===== config.mk =====
export PLATFORM = sky130hd
export DESIGN_NAME = sig_control_timed
export DESIGN_NICKNAME = d
export VERILOG_FILES = /design/src/rtl/sig_control_pkg.sv /design/src/rtl/sig_control_timed_phase_timer.sv /design/src/rtl/sig_control_timed.sv
export SDC_FILE = /design/constraint.sdc
export NUM_CORES = 1
export LEC_CHECK = 0
export ABC_CLOCK_PERIOD_IN_PS = 2000
export CELL_PAD_IN_SITES_DETAIL_PLACEMENT = 1
export CELL_PAD_IN_SITES_GLOBAL_PLACEMENT = 2
export CORE_UTILIZATION = 28
export DETAILED_ROUTE_END_ITERATION = 10
export PLACE_DENSITY_LB_ADDON = 0.1
export RECOVER_POWER = 100
export SYNTH_ARGS = -nofsm -noshare
export SYNTH_HDL_FRONTEND = slang
export SYNTH_SLANG_ARGS = --single-unit

===== constraint.sdc =====
create_clock -name clock -period 2 [get_ports clock]
set_input_delay 0.5 -clock clock [delete_from_list [all_inputs] [get_ports clock]]
set_output_delay 0.5 -clock clock [all_outputs]
set_load 0.02 [all_outputs]

===== src/rtl/sig_control_pkg.sv =====
// -----------------------------------------------------------------------------
// sig_control_pkg
// Shared definitions for the highway/country traffic controller:
//   - 2-bit lamp colour codes (RED, YELLOW, GREEN)
//   - 3-bit controller state encodings S0..S5
//   - lamp_decode(): Moore lamp pair {hwy, cntry} for a given state
// -----------------------------------------------------------------------------
package sig_control_pkg;

    localparam logic [1:0] RED    = 2'd0;
    localparam logic [1:0] YELLOW = 2'd1;
    localparam logic [1:0] GREEN  = 2'd2;

    typedef enum logic [2:0] {
        S0 = 3'd0,  // highway green
        S1 = 3'd1,  // highway yellow
        S2 = 3'd2,  // all red, heading to country
        S3 = 3'd3,  // country green
        S4 = 3'd4,  // country yellow
        S5 = 3'd5   // all red, heading back to highway
    } state_e;

    // Returns {hwy, cntry}; any encoding outside S0..S5 shows all red.
    function automatic logic [3:0] lamp_decode(input state_e s);
        logic [3:0] lamps;
        case (s)
            S0:      lamps = {GREEN,  RED};
            S1:      lamps = {YELLOW, RED};
            S2:      lamps = {RED,    RED};
            S3:      lamps = {RED,    GREEN};
            S4:      lamps = {RED,    YELLOW};
            S5:      lamps = {RED,    RED};
            default: lamps = {RED,    RED};
        endcase
        return lamps;
    endfunction

endpackage


===== src/rtl/sig_control_timed_phase_timer.sv =====
// -----------------------------------------------------------------------------
// phase_timer
// Loadable saturating down-counter used to time each controller phase.
//   clock      : rising-edge clock
//   clear      : synchronous active-high reset, counter takes RST_VAL
//   load_i     : load load_val_i this edge (wins over decrement)
//   load_val_i : value to load (phase duration - 1)
//   done_o     : counter is at zero
// The counter stops at zero and never wraps.
// -----------------------------------------------------------------------------
module phase_timer #(
    parameter int unsigned      CNT_W   = 5,
    parameter logic [CNT_W-1:0] RST_VAL = {CNT_W{1'b0}}
) (
    input  logic             clock,
    input  logic             clear,
    input  logic             load_i,
    input  logic [CNT_W-1:0] load_val_i,
    output logic             done_o
);

    logic [CNT_W-1:0] count_q;
    logic [CNT_W-1:0] count_d;

    // Next count: load, else saturating decrement.
    always_comb begin
        count_d = count_q;
        if (load_i) begin
            count_d = load_val_i;
        end else if (count_q != {CNT_W{1'b0}}) begin
            count_d = count_q - {{(CNT_W-1){1'b0}}, 1'b1};
        end else begin
            count_d = count_q;
        end
    end

    // Counter register with synchronous clear.
    always_ff @(posedge clock) begin
        if (clear) begin
            count_q <= RST_VAL;
        end else begin
            count_q <= count_d;
        end
    end

    assign done_o = (count_q == {CNT_W{1'b0}});

endmodule


===== src/rtl/sig_control_timed.sv =====
// -----------------------------------------------------------------------------
// sig_control_timed
// Timed Moore traffic controller for a highway / country-road crossing.
//   clock         : rising-edge clock
//   clear         : synchronous active-high reset (state S0, timer loaded)
//   X             : country-road car present (already synchronised)
//   emerg         : emergency preempt, only honoured with SIG_CONTROL_PREEMPT_EN
//   hwy, cntry    : lamp codes (RED=0, YELLOW=1, GREEN=2), decoded from state
//   cntry_timeout : one-cycle pulse in the first S4 cycle when country green
//                   was ended by the max-green limit while X was still high
// Optional feature macro: SIG_CONTROL_PREEMPT_EN
//   When defined, emerg=1 holds S0, diverts S2 to S5 and cuts S3 short.
// Parameter constraints: every *_CYCLES / *_GREEN value >= 1 and
// 2**CNT_W greater than all of them.
// -----------------------------------------------------------------------------
module sig_control_timed
    import sig_control_pkg::*;
#(
    parameter int unsigned Y2R_CYCLES      = 3,
    parameter int unsigned R2G_CYCLES      = 2,
    parameter int unsigned HWY_MIN_GREEN   = 8,
    parameter int unsigned CNTRY_MAX_GREEN = 16,
    parameter int unsigned CNT_W           = 5
) (
    input  logic       clock,
    input  logic       clear,
    input  logic       X,
    input  logic       emerg,
    output logic [1:0] hwy,
    output logic [1:0] cntry,
    output logic       cntry_timeout
);

    localparam logic [CNT_W-1:0] HWY_LOAD   = CNT_W'(HWY_MIN_GREEN - 1);
    localparam logic [CNT_W-1:0] Y2R_LOAD   = CNT_W'(Y2R_CYCLES - 1);
    localparam logic [CNT_W-1:0] R2G_LOAD   = CNT_W'(R2G_CYCLES - 1);
    localparam logic [CNT_W-1:0] CNTRY_LOAD = CNT_W'(CNTRY_MAX_GREEN - 1);

    state_e           state_q;
    state_e           state_d;
    logic             timeout_q;
    logic             timeout_d;
    logic             load_s;
    logic [CNT_W-1:0] load_val_s;
    logic             done_s;
    logic             emerg_s;

`ifdef SIG_CONTROL_PREEMPT_EN
    assign emerg_s = emerg;
`else
    // Pin kept for compatibility; preempt is disabled in this build.
    logic emerg_unused_s;
    assign emerg_unused_s = emerg;
    assign emerg_s        = 1'b0;
`endif

    phase_timer #(
        .CNT_W   (CNT_W),
        .RST_VAL (HWY_LOAD)
    ) u_phase_timer (
        .clock      (clock),
        .clear      (clear),
        .load_i     (load_s),
        .load_val_i (load_val_s),
        .done_o     (done_s)
    );

    // Next-state and timeout-pulse logic.
    always_comb begin
        state_d   = state_q;
        timeout_d = 1'b0;
        case (state_q)
            S0: begin
                // Min-green: X is only honoured once the timer has run out.
                if (done_s && X && !emerg_s) begin
                    state_d = S1;
                end else begin
                    state_d = S0;
                end
            end
            S1: begin
                if (done_s) begin
                    state_d = S2;
                end else begin
                    state_d = S1;
                end
            end
            S2: begin
                // A preempt skips country green entirely.
                if (done_s && emerg_s) begin
                    state_d = S5;
                end else if (done_s) begin
                    state_d = S3;
                end else begin
                    state_d = S2;
                end
            end
            S3: begin
                if (!X || done_s || emerg_s) begin
                    state_d = S4;
                    // Only a pure max-green expiry with traffic still waiting
                    // counts as a timeout.
                    timeout_d = done_s && X && !emerg_s;
                end else begin
                    state_d = S3;
                end
            end
            S4: begin
                if (done_s) begin
                    state_d = S5;
                end else begin
                    state_d = S4;
                end
            end
            S5: begin
                if (done_s) begin
                    state_d = S0;
                end else begin
                    state_d = S5;
                end
            end
            default: begin
                state_d = S0;
            end
        endcase
    end

    // Timer reload on every state change, with the new state's duration.
    always_comb begin
        load_s = (state_d != state_q);
        case (state_d)
            S0:      load_val_s = HWY_LOAD;
            S1:      load_val_s = Y2R_LOAD;
            S2:      load_val_s = R2G_LOAD;
            S3:      load_val_s = CNTRY_LOAD;
            S4:      load_val_s = Y2R_LOAD;
            S5:      load_val_s = R2G_LOAD;
            default: load_val_s = HWY_LOAD;
        endcase
    end

    // State and timeout-pulse registers with synchronous clear.
    always_ff @(posedge clock) begin
        if (clear) begin
            state_q   <= S0;
            timeout_q <= 1'b0;
        end else begin
            state_q   <= state_d;
            timeout_q <= timeout_d;
        end
    end

    // Moore lamp decode from the current state.
    always_comb begin
        {hwy, cntry} = lamp_decode(state_q);
    end

    assign cntry_timeout = timeout_q;

endmodule


* Word-level counts from Yosys, hierarchy flattened
Cells that the tools add are included.
** Word-level totals
- Register bits after elaboration :: 9
- Input port bits :: 4
- Output and inout port bits :: 5
- Word-level logic and storage cells :: 38
** Cells by class
- $add $sub $neg :: 1
- Equality and inequality tests :: 11
- Mux-type cells :: 11
- Bitwise gates (word level) :: 2
- Reduce and logical (&&, ||, !) cells :: 10
** Operators with widths (number)
- one-hot mux 3 bit (6 select lines) :: 1
- one-hot mux 4 bit (4 select lines) :: 1
- equality test 3 x 2 -> 1 bit (second input constant) :: 4
- equality test 3 bit (second input constant) :: 4
- one-hot mux 4 bit (3 select lines) :: 1
- 2-to-1 mux 5 bit :: 2
- equality test 3 x 1 -> 1 bit (second input constant) :: 2
- 2-to-1 mux 3 bit :: 2
- logical NOT 5 bit :: 1
- nonzero test 5 bit :: 1
- subtractor 5 x 1 -> 5 bit (second input constant) :: 1
- OR reduction 2 bit :: 2
- logical NOT 3 bit :: 1
- 2-to-1 mux 1 bit :: 3
- != test 3 bit :: 1
- OR reduction 3 bit :: 1
- 2-to-1 mux 2 bit :: 1
- NOT 1 bit :: 2
- nonzero test 2 bit :: 1
- logical AND 1 bit :: 1
- logical NOT 1 bit :: 1
- logical OR 1 bit :: 1

* Depth between registers and ports, before layout
Gate-level depths: netlist of the first run.
- Depth after elaboration :: 8
- Gate-level depth with buffers :: 7
- Gate-level depth less buffers :: 6

* Modules after synthesis
From an unflattened synthesis of the first run, not the netlist that was laid out.
** Second synthesis, totals
- Cells, all modules :: 83
- Area, all modules :: 656.9 µm²
** By module, submodules not included
- sig_control_timed :: times used 1, cells each 54, area an instance 391.6 µm²
- phase_timer :: times used 1, cells each 29, area an instance 265.3 µm²

* Worst setup path after synthesis of the first run
No wires, ideal clock.
- Path kind :: reg-to-output
- Start :: reg state_q[0]
- End :: out hwy[0]
- Arrival time :: 1.151 ns
- Data required time :: 1.500 ns
- Path slack :: 0.349 ns
- Stages on the path, launching flop included :: 3
- Path buffers :: 1
- Cell sequence :: dfxtp_1 clkbuf_1 nor3b_1
** On the way
- Longest elaborated chain between the ends :: 2
- Elaborated cells on any way between the ends :: 5
- Those cells by class :: eq/ne (3); mux (1); reduce/logical (1)
** Ends and longest elaborated chain
- start, declared :: RTL line sig_control_timed.sv:39 : state_e state_q;
- start signal, assigned :: RTL line sig_control_timed.sv:148 : state_q <= state_d;
- equality test 3 bit (tied with other cells) :: RTL line sig_control_pkg.sv:26 : case (s)
- one-hot mux 4 bit (4 select lines) (*) :: RTL line sig_control_pkg.sv:26
- end, declared :: RTL line sig_control_timed.sv:29 : output logic [1:0] hwy,
Every way passes the cells marked *; elsewhere a longest branch is shown, timed or not.

* Worst setup path after layout of the first run
- Start :: reg state_q[2]
- End :: out cntry[0]
** On the way
- Longest elaborated chain between the ends :: 2
- Elaborated cells on any way between the ends :: 5
- Those cells by class :: eq/ne (3); mux (1); reduce/logical (1)
** Ends and longest elaborated chain
- equality test 3 bit (tied with other cells) :: RTL line sig_control_pkg.sv:26
- one-hot mux 4 bit (4 select lines) (*) :: RTL line sig_control_pkg.sv:26
- end, declared :: RTL line sig_control_timed.sv:30 : output logic [1:0] cntry,
Marked as above.

==> results of run 1 <==
==> through the flow <==
step | std cells | cell area, um^2 | utilization, % | hold slack, ns | worst slack (ns)
4_1_cts | 106 | 691.9 | 38.81 | 0.5951 | 0.1523
6_report | 106 | 691.9 | 38.81 | 0.5803 | 0.1544
5_1_grt | 106 | 691.9 | 38.81 | 0.6466 | 0.04666
3_3_place_gp | 102 | 668.1 | 37.47 | 0.5567 | 0.1717
3_5_place_dp | 102 | 668.1 | 37.47 | 0.5734 | 0.1593
2_1_floorplan | 70 | 554.3 | - | 0.4859 | 0.3487
==> critical path: cells and delay by family (launching register included) <==
kind / cells / cell delay, ns
DFF: 1 / 0.45
buffers and inverters: 2 / 0.45
and+or+nand+nor: 1 / 0.18
==> synth_stat cells <==
library cell and count:
a31oi_1 1, a211oi_1 1, nand2b_1 2, inv_1 4, o21ai_0 3, nand2_1 6, nor3_1 4, nor3b_1 2
o211ai_1 2, a21oi_1 6, nor2b_1 1, dfxtp_1 9, nor4_1 1, or4b_1 1, nor3b_2 1, nand3_1 3
xor2_1 3, or3_1 1, nor4b_1 2, nor2_1 4, clkbuf_1 2, and3_1 1, nor3_2 1, o21ba_2 1
a21o_1 2, o311ai_0 1, ha_1 2, buf_2 2, buf_4 1
==> logic make-up after synthesis <==
logic type | synth area share (%)
compound gates | 19.41
xor+xnor | 4.741
fa+ha+maj | 4.514
buf+inv | 7.224
flops | 32.51
simple gates | 31.60
==> flip-flops by register name, summed over array words and instances (netlist names) <==
register	cells
cntry_timeout	1
u_phase_timer.count_q	5
state_q	3
==> metal layers <==
layer	vias up	GRT usage [%]	part of all wire, %
li1	271	-	-
met3	2	4.706	3.0
met1	254	22.20	48
met4	0	5.294	0.53
met5	-	0	0
met2	9	26.67	49
==> worst max-delay path by stage <==
stage	end	slack [ns]	cells past startpoint
floorplan	hwy[0]	0.35	2
global placement	u_phase_timer.count_q[0]$_SDFFE_PP1P_	0.17	5
detailed placement	u_phase_timer.count_q[0]$_SDFFE_PP1P_	0.16	5
CTS	u_phase_timer.count_q[0]$_SDFFE_PP1P_	0.15	7
global route	cntry[0]	0.05	3
finish	cntry[0]	0.15	3
==> where the power goes <==
group,switching [W],internal [W]
Clock,0.0000756,0.0000772
Combinational,0.0000200,0.0000188
Sequential,0.00000758,0.000186
==> timing repair <==
item	4_1_cts	5_1_grt
resized for setup	6	1
pin swaps	0	0
setup endpoints to repair	4	1
==> layout make-up <==
cell class              instances  area, um^2  share of cell area (%)
clock buffers                   4       26.28                   3.797
inverters                       4       15.01                   2.170
multi-input cells              52       334.1                   48.28
flip-flops and latches          9       182.7                   26.40
well taps                      25       31.28                   4.521
repair buffers                 12       102.6                   14.83
==> metrics list, run 1 <==
- TritonCTS clock tree: done
* Final global-route overflow total: 0
* Post-synth design cell area: about 550 um^2
* Number of primary I/O pins: 9
* Max-capacitance violation count: 0
* Cts bufs inserted: 3
- The netlist uses 29 different library cells.
- The flow ran to the end, and the final reports show no timing, DRC or antenna violations.
- Final setup fails: 0
- The filler cells instantiated in the layout total between 200 and 250.
* Worst hold stages: 2
- Summed over all failing endpoints, the final setup total negative slack is 0 ns.
- The tree built by TritonCTS fans out to 9 sinks.
- The path with the worst hold slack has its endpoint at u_phase_timer.count_q[4]$_SDFFE_PP0P_.
- Detailed router's first-iteration violation count: 9
* Total GRT Usage: between 10% and 20%
* Via-per-instance ratio: between 5 and 6
- ANT cells: 0
- The final layout contains routed wiring with a total length of around 1.5 mm.
- Commonest non-fill, non-tap cells in the layout: dfxtp_1, a21oi_1, nand2_1, buf_4
- The worst register-to-register path begins at u_phase_timer.count_q[0]$_SDFFE_PP1P_.
- Endpoint of the worst register-to-register path: state_q[2]$_SDFF_PP0_
- Number of antenna violations at the first check in global routing: 0
- The number of cells on the worst reg-to-reg path is 7.
- Worst min path class: flip-flop to flip-flop
- Port buffer count: 7
* Clock latency at the later pin of the worst-skew pair: 0.27 ns
- The count of nets left with antenna violations once routing finished came out at 0.
- H-tree levels: 1
- Maximum clock insertion buffer count: 2
* Wire length per cell after detailed routing: between 10 and 15 um
- The share of the Yosys chip area taken by registers is 32.51%.
* Total via count in the routed design: around 540
* Leading area contributor after synthesis: dfxtp_1
- Vert. Die Dim: 46.49 um
- Top fanout value on the critical path: 6
- Rel. slew slack: 73.12%
* Flop-to-flop setup slack: 0.23 ns
- Critical-path cell with the highest stage delay: dfxtp_1
- The number of setup buffers added after CTS is 0.
- Relative to the synthesized area, the layout overhead comes to 24.83%.
* Global-route wire length before repair: 2.484 mm
- Vias in the first global route: slightly above 500
* Number of pins with negative max-slew slack in the final report: 0
* Clock-pin slew of the registers on the worst-case setup and hold paths: 0.07 ns
- For this design the ratio of total power to cell area is 556.3 nW/um^2.
* Synthesized instance count: 70
- The initial utilization of the core area, before any placement, comes to 31.09%.
- Die outline width: 46.49 um
- Averaged over all synthesized cells, the footprint is 7.918 um^2.
- Largest net degree at the start of global routing: 12
- Number of nets in the synthesized netlist: 76
* Power after layout: 0.0003849 W
- DRC viols: 0
- Count of endpoints failing hold in the final timing report: 0
- The library cell used most frequently in the layout, excluding fill and tap cells, is dfxtp_1.
- Before antenna repair, the detailed router went through 4 iterations.
* Worst-path cell chain: inv_1, nor3_1, dlygate4sd2_1
- DIE AREA: 2161 um^2
- The congestion estimate from routability-driven global placement came to 0.7377.
- The cell sitting at the root of the clock tree is a clkbuf_4.
* Worst voltage drop across the vdd grid: around 0.4 mV
* Worst Setup End Kind: primary output
- After synthesis, the largest area contributor takes up 32.51% of total cell area.
- The analysis attributes to cell leakage a power of between 0.2 and 0.3 nW.
* Cell types occupying the most area after synthesis: dfxtp_1, a21oi_1, xor2_1, ha_1, nand2_1
- Standard-cell row count: 15
* RSZ-0062 raised after global routing: false
- Largest stage delay on the critical path: roughly 0.45 ns
- Highest attainable clock frequency: 541.8 MHz
* Share of final-layout standard cells stronger than drive strength 1: about 16%
- Final net count: 88
- After clock tree synthesis, the flow added hold-fix buffers numbering 0.
- In this run the worst setup path begins at state_q[2]$_SDFF_PP0_.
- Area of the core region: 1783 um^2
* Total number of yosys warnings: 0
- The critical path in this run is classified as flip-flop to primary output.
- The worst path needs 1.846 ns of the cycle, external delays included.
- Startpoint type of the worst setup path: flip-flop
- The startpoint identified for the worst hold timing path is u_phase_timer.count_q[4]$_SDFFE_PP0P_.
- Final HPWL from detailed placement: 1.045 mm
- After synthesis the netlist holds a flip-flop and latch count of 9.
- The clock arrives with just over 0.001 ns of skew.
- STA puts the critical path data arrival time at 1.35 ns.
* Final clock period utilization by the worst path: between 90% and 100%
- For the worst setup path, the data required time is about 1.5 ns.
- At the pin with the least slew margin, the transition time is around 0.40 ns.
Note: power is estimated with default switching activity, not from simulation.
==> run 2: changes to the inputs <==
PLACE_DENSITY = 0.76   (was default)
PLACE_DENSITY_LB_ADDON = default   (was 0.1)
==> metrics list, run 2 (synthesized netlist as in run 1, its figures left out) <==
* Cts bufs inserted: 3
* Pwr/cell area: 553.3 nW/um^2
- Number of primary I/O pins: 9
- Die outline width: 46.49 um
- The path class of the tightest hold or removal check is flip-flop to flip-flop.
- Between clock sinks in the finished design, the worst skew comes to 0.002614 ns.
- Largest Register: u_phase_timer.count_q
* Leakage: 0.2936 nW
- STA puts the critical path data arrival time at approximately 1.3 ns.
- CP bufs+invs: 2
- Global routing used 15.80% of the available tracks.
* Vert. Die Dim: 46.49 um
* Largest net degree at the start of global routing: 12
* Via-per-instance ratio: 5.038
- Clock-pin slew of the registers on the worst-case setup and hold paths: roughly 0.070 ns
- Total via count in the routed design: 529
- The number of max-slew violations in the final report came to 0.
- Final net count: 87
- The via count of the first global-routing pass came to between 500 and 600.
* Worst voltage drop across the vdd grid: 0.2085 mV
* Clock latency at the later pin of the worst-skew pair: 0.26 ns
* Final setup fails: 0
- The congestion estimate from routability-driven global placement came to a little over 0.7.
- Highest attainable clock frequency: 552.6 MHz
* Share of final-layout standard cells stronger than drive strength 1: 11.25%
- Dividing the final minimum period by the clock period gives 90.49%.
- Detailed router's first-iteration violation count: 3
- Setup Slack @ Placement: 0.1361 ns
* Commonest non-fill, non-tap cells in the layout: dfxtp_1, a21oi_1, nand2_1
- Walking the worst path, the cells encountered are inv_1, nor3_1, dlygate4sd2_1.
- Area of the multi-input gates: 329.1 um^2
- The tool flagged a number of max-cap violations equal to 0.
- Synthesis-to-layout area growth: 22.12%
* Standard-cell row count: 15
- Slew at the pin closest to its max-slew limit: 0.3639 ns
- STA classifies the critical path startpoint as a flip-flop.
- Leaving out fill and tap cells, the most frequent cell in the layout is dfxtp_1.
- The core region is between 1500 and 2000 um^2.
* Number of optimization iterations in the first detailed-route pass: 2
* Number of antenna violations at the first check in global routing: 0
* Reg area: 180.2 um^2
- The register with the most flip-flops in the layout has 5 of them.
* Final HPWL from detailed placement: 1.009 mm
- DRC viols: 0
- Of all nets on the critical path, the largest fanout is 6.
- Wire length per cell after detailed routing: 12.80 um
- # fillers: 226
* Largest stage delay on the critical path: 0.44 ns
- TritonCTS clock tree: done
* Post-route worst setup slack: about 0.19 ns
- DIE AREA: 2161 um^2
- Port buffer count: 7
* Kind of critical path: flip-flop to primary output
- Count of endpoints failing hold in the final timing report: 0
* H-tree levels: 1
* RSZ-0062 raised after global routing: false
* Global-route wire length before repair: 2.366 mm
* Run status: completed
* Post-route ant nets: 0
- 0 antenna diodes ended up in the layout.
* Total negative setup slack: 0 ns
- The worst pin sits at a relative slew slack of 75.49%.
* Critical-path cell with the highest stage delay: dfxtp_1
* Final global-route overflow total: 0
* Clk Tree Root Cell: clkbuf_4
- In this design, the largest share of critical-path delay is due to buffers and inverters.
- Effective utilization at floorplan: 31.09%
* Shortest clock period the worst path allows after layout: 1.810 ns
- The final layout contains routed wiring with a total length of 1.344 mm.
* Number of clock sinks seen by CTS: 9
* Worst Setup End Kind: primary output
- Data on the critical path is required at its endpoint by 1.50 ns.
- The clock passes through at most 2 buffers.
==> run 2: through the flow <==
stage               power [W]  utilization [%]  hold slack, ns  area (um^2)  std cells
finish              0.0003745            37.96          0.5537        676.9        105
global route        0.0003915            37.96          0.5965        676.9        105
CTS                 0.0003808            38.25          0.5512        681.9        105
detailed placement  0.0002353            37.05          0.5479        660.6        101
global placement    0.0002339            37.05          0.5383        660.6        101
floorplan           0.0002199                -          0.4859        554.3         70
==> run 2: final cells by class <==
cell class	instances	share of cell area (%)
well taps	25	4.621
flip-flops and latches	9	26.62
multi-input cells	52	48.61
clock buffers	4	3.882
repair buffers	11	14.05
inverters	4	2.218
==> run 2: power breakdown <==
| group | internal, W | switching, W |
|---|---|---|
| logic | 0.0000175 | 0.0000195 |
| registers | 0.000186 | 0.00000698 |
| clock network | 0.0000770 | 0.0000677 |
| total | 0.000280 | 0.0000941 |
==> run 2: path summary, 6_finish.rpt <==
kind                                                 to  cells after the start                                   from  slack [ns]
hold reg to reg                   state_q[1]$_SDFF_PP0_                      1                  state_q[2]$_SDFF_PP0_        0.55
setup / recovery                               cntry[0]                      3                  state_q[2]$_SDFF_PP0_        0.19
setup reg to reg  u_phase_timer.count_q[0]$_SDFFE_PP1P_                      7  u_phase_timer.count_q[0]$_SDFFE_PP1P_        0.25
hold / removal                    state_q[1]$_SDFF_PP0_                      1                  state_q[2]$_SDFF_PP0_        0.55
==> run 2: worst reg2reg max path: stages, from the launching register on <==
cell and delay (ns):
dfxtp_1 0.34, inv_1 0.09, ha_1 0.17, nor4b_1 0.23, buf_4 0.23, o21ai_0 0.12
nor3b_1 0.32, o21ai_0 0.13
==> run 2: timing repair <==
| action | 4_1_cts | 5_1_grt |
|---|---|---|
| hold endpoints to repair | 0 | 0 |
| gates resized for setup | 4 | 0 |
| setup endpoints to repair | 4 | 0 |
| setup buffers | 0 | 0 |
| hold buffers | 0 | 0 |
==> run 2: per-layer routing <==
metal | GRT usage [%] | vias up | share of wire (%)
met5 | 0 | - | 0
met4 | 7.059 | 0 | 0.97
met3 | 3.529 | 2 | 2.8
met2 | 23.33 | 9 | 43
met1 | 21.55 | 248 | 53
li1 | - | 270 | -
